## config.mk

```make
export PLATFORM = sky130hd
export DESIGN_NAME = du_cmd_sequencer
export DESIGN_NICKNAME = d
export VERILOG_FILES = /design/src/rtl/du_pkg.sv /design/src/rtl/du_watchdog.sv /design/src/rtl/du_cmd_sequencer.sv
export SDC_FILE = /design/constraint.sdc
export NUM_CORES = 1
export LEC_CHECK = 0
export ABC_AREA = 1
export CORE_ASPECT_RATIO = 1.25
export CORE_UTILIZATION = 39
export DETAILED_ROUTE_END_ITERATION = 10
export SETUP_SLACK_MARGIN = 0.3
export SLEW_MARGIN = 20
export SYNTH_ARGS = -nofsm -noshare
export SYNTH_HDL_FRONTEND = slang
export SYNTH_SLANG_ARGS = --single-unit
```

## constraint.sdc

```tcl
create_clock -name clk -period 1.7 [get_ports clk]
set_clock_uncertainty 0.1 [all_clocks]
set_input_delay 0.17 -clock clk [delete_from_list [all_inputs] [get_ports clk]]
set_output_delay 0.17 -clock clk [all_outputs]
set_load 0.005 [all_outputs]
```

## src/rtl/du_pkg.sv

```systemverilog
// Shared constants for the debug unit: host command bytes, reply codes,
// one-hot sequencer states and the UART FIFO port owner select.
package du_pkg;

   localparam logic [7:0] CMD_LOAD = 8'h4C;
   localparam logic [7:0] CMD_RUN  = 8'h52;
   localparam logic [7:0] CMD_STEP = 8'h53;
   localparam logic [7:0] CMD_DUMP = 8'h44;
   localparam logic [7:0] CMD_HALT = 8'h48;

   localparam logic [7:0] ACK = 8'h05;
   localparam logic [7:0] NAK = 8'h15;

   localparam logic [5:0] ST_IDLE  = 6'b000001;
   localparam logic [5:0] ST_LOAD  = 6'b000010;
   localparam logic [5:0] ST_RUN   = 6'b000100;
   localparam logic [5:0] ST_STEP  = 6'b001000;
   localparam logic [5:0] ST_DUMP  = 6'b010000;
   localparam logic [5:0] ST_REPLY = 6'b100000;

   typedef enum logic [1:0] {
      SEL_NONE = 2'd0,
      SEL_SEQ  = 2'd1,
      SEL_LOAD = 2'd2,
      SEL_DUMP = 2'd3
   } sel_e;

endpackage

```

## src/rtl/du_watchdog.sv

```systemverilog
// Stall watchdog: counts enabled cycles since the last clear and flags
// expiry at TIMEOUT_CYCLES-1; the count saturates rather than wrapping.
module du_watchdog #(
   parameter int NB_TIMEOUT     = 32,
   parameter int TIMEOUT_CYCLES = 100_000_000
) (
   input  logic clk,
   input  logic i_rst,
   input  logic i_en,
   input  logic i_clr,
   output logic o_expire
);

   localparam logic [NB_TIMEOUT-1:0] LAST = NB_TIMEOUT'(TIMEOUT_CYCLES - 1);

   logic [NB_TIMEOUT-1:0] count;

   always_ff @(posedge clk) begin
      if (i_rst || !i_en || i_clr)
         count <= '0;
      else if (count != LAST)
         count <= count + 1'b1;
   end

   // A kick in the expiry cycle wins over the timeout
   assign o_expire = i_en && !i_clr && (count == LAST);

endmodule

```

## src/rtl/du_cmd_sequencer.sv

```systemverilog
// Debug unit command sequencer: decodes host bytes, dispatches loader or
// dumper, drives CPU run/step and owns the shared UART FIFO port.
module du_cmd_sequencer
   import du_pkg::*;
#(
   parameter int NB_UART_DATA   = 8,
   parameter int NB_TIMEOUT     = 32,
   parameter int TIMEOUT_CYCLES = 100_000_000
) (
   input  logic                    clk,
   input  logic                    i_rst,
   input  logic                    i_rx_done,
   input  logic [NB_UART_DATA-1:0] i_rx_data,
   input  logic                    i_tx_full,
   output logic                    o_rd,
   output logic                    o_wr,
   output logic [NB_UART_DATA-1:0] o_wdata,
   output logic                    o_tx_start,
   output logic                    o_load_start,
   output logic                    o_load_abort,
   input  logic                    i_load_done,
   input  logic                    i_load_rd,
   input  logic                    i_load_wr,
   input  logic                    i_load_tx_start,
   input  logic [NB_UART_DATA-1:0] i_load_wdata,
   output logic                    o_dump_start,
   output logic                    o_dump_abort,
   input  logic                    i_dump_done,
   input  logic                    i_dump_wr,
   input  logic                    i_dump_tx_start,
   input  logic [NB_UART_DATA-1:0] i_dump_wdata,
   output logic                    o_cpu_en,
   output logic                    o_cpu_step,
   input  logic                    i_cpu_halt,
   output logic                    o_busy
);

   logic [5:0]              state, next_state;
   logic [NB_UART_DATA-1:0] reply_reg;
   sel_e                    sel;
   logic                    seq_rd, seq_wr, wd_en, wd_clr, wd_expire;

   du_watchdog #(
      .NB_TIMEOUT     (NB_TIMEOUT),
      .TIMEOUT_CYCLES (TIMEOUT_CYCLES)
   ) u_watchdog (
      .clk      (clk),
      .i_rst    (i_rst),
      .i_en     (wd_en),
      .i_clr    (wd_clr),
      .o_expire (wd_expire)
   );

   assign wd_en  = (state == ST_LOAD) || (state == ST_DUMP);
   assign wd_clr = ((state == ST_LOAD) && i_rx_done) || ((state == ST_DUMP) && i_dump_wr);

   // The abort pulse cycle is the first REPLY cycle; the NAK goes out after it
   assign seq_rd = ((state == ST_IDLE) || (state == ST_RUN)) && i_rx_done;
   assign seq_wr = (state == ST_REPLY) && !i_tx_full && !o_load_abort && !o_dump_abort;

   always_comb begin
      next_state = state;
      unique case (state)
         ST_IDLE:
            if (i_rx_done) begin
               case (i_rx_data)
                  CMD_LOAD: next_state = ST_LOAD;
                  CMD_RUN:  next_state = ST_RUN;
                  CMD_STEP: next_state = ST_STEP;
                  CMD_DUMP: next_state = ST_DUMP;
                  default:  next_state = ST_REPLY;
               endcase
            end
         ST_LOAD:
            if (i_load_done)    next_state = ST_IDLE;
            else if (wd_expire) next_state = ST_REPLY;
         ST_RUN:
            if (i_cpu_halt || (i_rx_done && (i_rx_data == CMD_HALT)))
               next_state = ST_DUMP;
         ST_STEP:
            next_state = ST_DUMP;
         ST_DUMP:
            if (i_dump_done)    next_state = ST_IDLE;
            else if (wd_expire) next_state = ST_REPLY;
         ST_REPLY:
            if (seq_wr) next_state = ST_IDLE;
         default:
            next_state = ST_IDLE;
      endcase
   end

   always_ff @(posedge clk) begin
      if (i_rst) begin
         state        <= ST_IDLE;
         reply_reg    <= NAK;
         o_load_start <= 1'b0;
         o_dump_start <= 1'b0;
         o_load_abort <= 1'b0;
         o_dump_abort <= 1'b0;
      end else begin
         state        <= next_state;
         o_load_start <= (next_state == ST_LOAD) && (state != ST_LOAD);
         o_dump_start <= (next_state == ST_DUMP) && (state != ST_DUMP);
         o_load_abort <= (state == ST_LOAD) && (next_state == ST_REPLY);
         o_dump_abort <= (state == ST_DUMP) && (next_state == ST_REPLY);
         if ((next_state == ST_REPLY) && (state != ST_REPLY))
            reply_reg <= NAK;
      end
   end

   always_comb begin
      unique case (state)
         ST_IDLE, ST_RUN, ST_STEP, ST_REPLY: sel = SEL_SEQ;
         ST_LOAD:                            sel = SEL_LOAD;
         ST_DUMP:                            sel = SEL_DUMP;
         default:                            sel = SEL_NONE;
      endcase
   end

   always_comb begin
      o_rd       = 1'b0;
      o_wr       = 1'b0;
      o_wdata    = '0;
      o_tx_start = 1'b0;
      unique case (sel)
         SEL_SEQ: begin
            o_rd       = seq_rd;
            o_wr       = seq_wr;
            o_tx_start = seq_wr;
            o_wdata    = seq_wr ? reply_reg : '0;
         end
         SEL_LOAD: begin
            o_rd       = i_load_rd;
            o_wr       = i_load_wr;
            o_tx_start = i_load_tx_start;
            o_wdata    = i_load_wdata;
         end
         SEL_DUMP: begin
            o_wr       = i_dump_wr;
            o_tx_start = i_dump_tx_start;
            o_wdata    = i_dump_wdata;
         end
         default: ;
      endcase
   end

   assign o_cpu_en   = (state == ST_RUN);
   assign o_cpu_step = (state == ST_STEP);
   assign o_busy     = (state != ST_IDLE);

endmodule

```

Word level (Yosys, flattened, before mapping)
Cells that the tools add are included.
{"block": "word_totals", "regBits": 42, "word_cells": 68, "input_bits": 36, "out_inout_bits": 18}
{"block": "op_classes", "eq_ne": 22, "addsub": 1, "mux": 14, "reduce_logical": 25}
{"cell": "equality test 8 x 7 -> 1 bit (second input constant)", "count": 5}
{"cell": "2-to-1 mux 6 bit", "count": 6}
{"cell": "one-hot mux 6 bit (6 select lines)", "count": 1}
{"cell": "adder 32 x 1 -> 32 bit (second input constant)", "count": 1}
{"cell": "equality test 32 x 27 -> 1 bit (second input constant)", "count": 1}
{"cell": "inequality test 32 x 27 -> 1 bit (second input constant)", "count": 1}
{"cell": "one-hot mux 6 bit (4 select lines)", "count": 1}
{"cell": "one-hot mux 8 bit (3 select lines)", "count": 1}
{"cell": "logical AND 1 bit", "count": 13}
{"cell": "equality test 6 x 2 -> 1 bit (second input constant)", "count": 2}
{"cell": "equality test 6 x 5 -> 1 bit (second input constant)", "count": 2}
{"cell": "equality test 6 bit (second input constant)", "count": 2}
{"cell": "equality test 6 x 1 -> 1 bit (second input constant)", "count": 1}
{"cell": "equality test 6 x 3 -> 1 bit (second input constant)", "count": 1}
{"cell": "equality test 6 x 4 -> 1 bit (second input constant)", "count": 1}
{"cell": "logical OR 1 bit", "count": 6}
{"cell": "inequality test 6 x 1 -> 1 bit (second input constant)", "count": 1}
{"cell": "inequality test 6 x 2 -> 1 bit (second input constant)", "count": 1}
{"cell": "inequality test 6 x 5 -> 1 bit (second input constant)", "count": 1}
{"cell": "one-hot mux 1 bit (3 select lines)", "count": 2}
{"cell": "one-hot mux 2 bit (3 select lines)", "count": 1}
{"cell": "zero test 1 bit", "count": 5}
{"cell": "2-to-1 mux 5 bit", "count": 1}
{"cell": "equality test 2 bit (second input constant)", "count": 2}
{"cell": "other kinds (3)", "count": 3}

Depth between registers and ports, before layout
{"block": "depth", "word_depth": 11, "ltp_mapped": 12, "depth_no_buf": 12}

By module
From an unflattened synthesis, not the netlist that was laid out.
{"block": "hier_totals", "hier_cells": 549, "hier_area_um2": 3104.2}
{"module": "du_watchdog", "area_each_um2": 2049.5, "instances": 1, "cells_per_inst": 352, "seq_area_each_um2": 640.6}
{"module": "du_cmd_sequencer", "area_each_um2": 1054.8, "instances": 1, "cells_per_inst": 197, "seq_area_each_um2": 200.2}

Worst setup path before layout
No wires, ideal clock.
{"block": "synth_path", "path_kind": "flip-flop to output port", "startpoint": "register state[3]", "endpoint": "output o_wr", "stages_incl_launch_ff": 10, "setup_slack_ns": -0.284, "path_buffers": 1, "arrival_time_ns": 1.714, "t_required_ns": 1.430, "cell_sequence": "dfxtp_1 > nor2_4 > nand4_2 > nand4_1 > nor2_1 > inv_1 > ha_1 > clkbuf_1 > nand2_1 > a31oi_1"}
{"block": "synth_via", "elab_chain_cells": 5, "elab_cells_between_ends": 15, "classes_between": "9 x eq/ne; 2 x mux; 4 x reduce/logical"}
{"element": "start: declaration", "line_no": "du_cmd_sequencer.sv:38", "source": "logic [5:0] state, next_state;"}
{"element": "start signal: assignment", "line_no": "du_cmd_sequencer.sv:101", "source": "state <= next_state;"}
{"element": "equality test 6 x 3 -> 1 bit (tied with other cells)", "line_no": "du_cmd_sequencer.sv:112", "source": "unique case (state)"}
{"element": "OR reduction 4 bit or logical AND 1 bit (tied branches)", "line_no": "du_cmd_sequencer.sv:112, du_cmd_sequencer.sv:59"}
{"element": "one-hot mux 2 bit (3 select lines) or logical AND 1 bit (tied branches)", "line_no": "du_cmd_sequencer.sv:112, du_cmd_sequencer.sv:59"}
{"element": "equality test 2 bit (tied with other cells)", "line_no": "du_cmd_sequencer.sv:125", "source": "unique case (sel)"}
{"element": "one-hot mux 1 bit (3 select lines) *", "line_no": "du_cmd_sequencer.sv:125"}
{"element": "end: declaration", "line_no": "du_cmd_sequencer.sv:16", "source": "output logic o_wr,"}
Every way passes the cells marked *; elsewhere a longest branch is shown, timed or not.

Worst setup path after layout
{"block": "layout_path", "startpoint": "register state[0]", "endpoint": "output o_wdata[4]"}
{"block": "layout_via", "elab_chain_cells": 6, "elab_cells_between_ends": 16, "classes_between": "9 x eq/ne; 3 x mux; 4 x reduce/logical"}
{"element": "parallel branches: the longest is 5 deep, another holds equality test 6 x 3 -> 1 bit"}
{"element": "one-hot mux 8 bit (3 select lines) *", "line_no": "du_cmd_sequencer.sv:125"}
{"element": "end: declaration", "line_no": "du_cmd_sequencer.sv:17", "source": "output logic [NB_UART_DATA-1:0] o_wdata,"}
Every way passes the cells marked *.

==> run_results.csv <==
group,metric,value,unit
global_routing,grt_pass1_vias,3200,
synthesis,syn_nets,460,
critical_path,cp_slowest_cell,"dfxtp_4",
placement,gp_congestion,0.806,
critical_path,cp_top_family,"simple AND/OR/NAND/NOR gates",
timing,slew_headroom,76.1,%
layout,final_cell_mix,"68 x nand2_1, 65 x buf_4, 57 x inv_1, 42 x nor2_1, 36 x clkdlybuf4s50_1",
critical_path,ff2ff_path_depth,15,
layout,fin_nets,599,
power,leakage,1.96,nW
layout,synthToLayoutAreaGrowth,64.7,%
clock_tree,htree_levels,2,
timing,rsz0062_at_grt,"true",
critical_path,crit_chain,"buf_12 > nand4_4 > nand4_1 > nor2_4 > ha_4 > buf_16 > nand2_1 > a31oi_1 > buf_2",
critical_path,r2r-end,"o_load_start$_SDFF_PP0_",
drt,wire_per_inst,13.3,µm
power,p_per_area,458,nW/µm²
synthesis,synth_seq_area_share,29.1,%
drt,vias,3202,
hold_path,hp-class,"flop to flop",
clock_tree,cts.sinks,42,
critical_path,critPathKind,"flop to primary output",
floorplan,num_rows,34,
floorplan,die_w,79.0,µm
floorplan,io_pins,54,
timing,max_freq,446,MHz
hold_path,min_delay_path_depth,2,
global_routing,overflow,0,
drt,drt_iter0_markers,93,
drt,viasPerCell,4.93,
clock_tree,cts.clk_slew.worst_paths,0.09,ns
layout,finalInstanceArea,4760,µm²
timing,setup_viol,52,
synthesis,synth_seq_cells,42,
floorplan,initial_utilization,40.9,%
global_routing,grt_pass1_wl,13900,µm
critical_path,startpoint,"state[0]$_SDFF_PP1_",
global_routing,track_usage,22.5,%
clock_tree,cts-buffers-inserted,5,
outcome,violations,"negative setup slack",
synthesis,ys.warnings.count,0,
drt,wl,8620,µm
critical_path,start_kind,"flop",
synthesis,syn_inst,419,
clock_tree,clock_latency,0.30,ns
synthesis,avgSynthCellArea,6.89,µm²
critical_path,crit_required,1.43,ns
critical_path,regToRegSetupSlack,-0.29,ns
timing,hold_slack,0.425,ns
placement,placed_cell_area,4150,µm²
critical_path,critPathMaxStageDelay,0.38,ns
power,power,0.00218,W
floorplan,core,7060,µm²
job,maxCapViolations,0,
clock_tree,cts_buffer_depth,2,
synthesis,ys_types,47,
outcome,status,"complete, but fails checks",
timing,worst_pin_slew,0.356,ns
critical_path,cp_num_buf_inv,3,
timing,final_hold_viol_count,0,
critical_path,crit_fanout,5,
drt,drt-pass1-iter-count,4,
layout,final_common_cell,"nand2_1",
power,vdd_drop_max,0.272,mV
placement,port_buffers,53,
critical_path,path_depth,9,
layout,drive_gt1_share,45.1,%
floorplan,die-area,7750,µm²
global_routing,grt_max_degree,14,
timing,final.setup.worst_slack,-0.543,ns
critical_path,cp-endpoint,"o_wdata[4]",
drt,ant_nets,0,
layout,antenna_cells,0,
critical_path,r2r-start,"state[2]$_SDFF_PP0_",
clock_tree,cts_tree,"yes",
timing,maxSlewViolCount,0,
global_routing,grt_antenna_before_repair,0,
drt,drc,0,
timing,final.period_utilization,132,%
floorplan,die_y,98.2,µm
placement,place_ws,-0.581,ns
clock_tree,cts-root-buf,"clkbuf_8",
timing,period_needed,2.24,ns
synthesis,syn_area,2890,µm²
placement,dpl.hpwl,6320,µm
critical_path,cp-end-kind,"primary output",
critical_path,worstPathArrival,1.97,ns
==> per-layer routing <==
layer	global-route usage, %	part of all wire, %
met4	6.01	1.2
met3	3.83	2.9
met2	44.2	56
met5	0	0
met1	23.7	40
==> cell usage after synthesis, drive strengths merged <==
cell | number | area share, %
a211oi | 2 | 0.87
a21boi | 1 | 0.39
a21oi | 23 | 5.2
a22oi | 1 | 0.43
a31oi | 5 | 1.1
and3 | 2 | 0.43
buf | 4 | 1.6
clkbuf | 3 | 0.39
clkinv | 1 | 0.30
dfxtp | 42 | 29
ha | 5 | 2.2
inv | 71 | 9.3
nand2 | 96 | 13
nand3 | 23 | 5.2
nand3b | 2 | 0.65
nand4 | 16 | 4.1
nor2 | 64 | 11
nor3 | 21 | 4.9
nor3b | 3 | 0.95
nor4 | 5 | 1.1
o211ai | 3 | 0.78
o21a | 1 | 0.26
o21ai | 17 | 4.0
o21bai | 1 | 0.26
o22ai | 3 | 0.65
o31ai | 1 | 0.26
xnor2 | 1 | 0.30
xor2 | 2 | 0.61
==> power breakdown <==
| group | switching (W) | total, W | internal, W |
|---|---|---|---|
| Clock | 0.000380 | 0.000708 | 0.000327 |
| Sequential | 0.0000146 | 0.00100 | 0.000989 |
| Combinational | 0.000207 | 0.000467 | 0.000260 |
| Total | 0.000602 | 0.00218 | 0.00158 |
==> state kept, by name, summed over array words and instances (netlist names) <==
| signal | count |
|---|---|
| o_dump_start | 1 |
| u_watchdog.count | 32 |
| o_load_start | 1 |
| o_dump_abort | 1 |
| o_load_abort | 1 |
| state | 6 |
==> worst reg2reg max path: stages, from the launching register on <==
cell,delay [ns]
dfxtp_4,0.36
nor2_4,0.18
buf_6,0.12
buf_6,0.08
nand3_4,0.08
nand2_8,0.10
inv_4,0.06
buf_6,0.11
nor2_4,0.17
buf_6,0.13
nand2_4,0.05
nand3_2,0.07
nand2_2,0.06
nor2_1,0.10
nand2_1,0.06
nor2_1,0.10
==> how the worst min path moves through the flow <==
stage | endpoint | startpoint
2_1_floorplan | state[2]$_SDFF_PP0_ | i_rst
3_3_place_gp | u_watchdog.count[9]$_SDFFE_PP0N_ | u_watchdog.count[9]$_SDFFE_PP0N_
3_5_place_dp | u_watchdog.count[9]$_SDFFE_PP0N_ | u_watchdog.count[9]$_SDFFE_PP0N_
4_1_cts | u_watchdog.count[9]$_SDFFE_PP0N_ | u_watchdog.count[9]$_SDFFE_PP0N_
5_1_grt | u_watchdog.count[9]$_SDFFE_PP0N_ | u_watchdog.count[9]$_SDFFE_PP0N_
6_report | u_watchdog.count[8]$_SDFFE_PP0N_ | u_watchdog.count[8]$_SDFFE_PP0N_
==> logic make-up (layout without fill, tap and decap cells) <==
logic type,count (synthesis),after routing,share of synthesized area [%]
simple gates,232,232,42.0
buf+inv,79,219,11.7
compound gates,58,58,14.1
flops,42,42,29.1
fa+ha+maj,5,5,2.17
xor+xnor,3,3,0.910
==> per-stage QoR <==
stage	TNS, ns	util (%)	cells
2_1_floorplan	-0.409	-	419
3_3_place_gp	-6.86	58.8	623
3_5_place_dp	-8.52	58.8	623
4_1_cts	-10.89	62.4	640
5_1_grt	-17.93	67.3	649
6_report	-13.17	67.3	649
==> area by class of cell <==
class	count	area, µm²
clock inverters	2	12.5
repair inverters	3	48.8
inverters	72	307
well taps	90	113
clock buffers	6	82.6
multi-input cells	298	2110
flip-flops and latches	42	871
repair buffers	136	1210
fillers	648	2310
==> timing repair <==
| item | in CTS | in global routing |
|---|---|---|
| gates resized for setup | 86 | 69 |
| cloned | 3 | 2 |
| hold endpoints to repair | 0 | 0 |
| pin swaps | 10 | 34 |
| hold buffers | 0 | 0 |
| setup endpoints to repair | 57 | 58 |
| buffers inserted | 6 | 7 |
(Power assumes the default switching activity.)
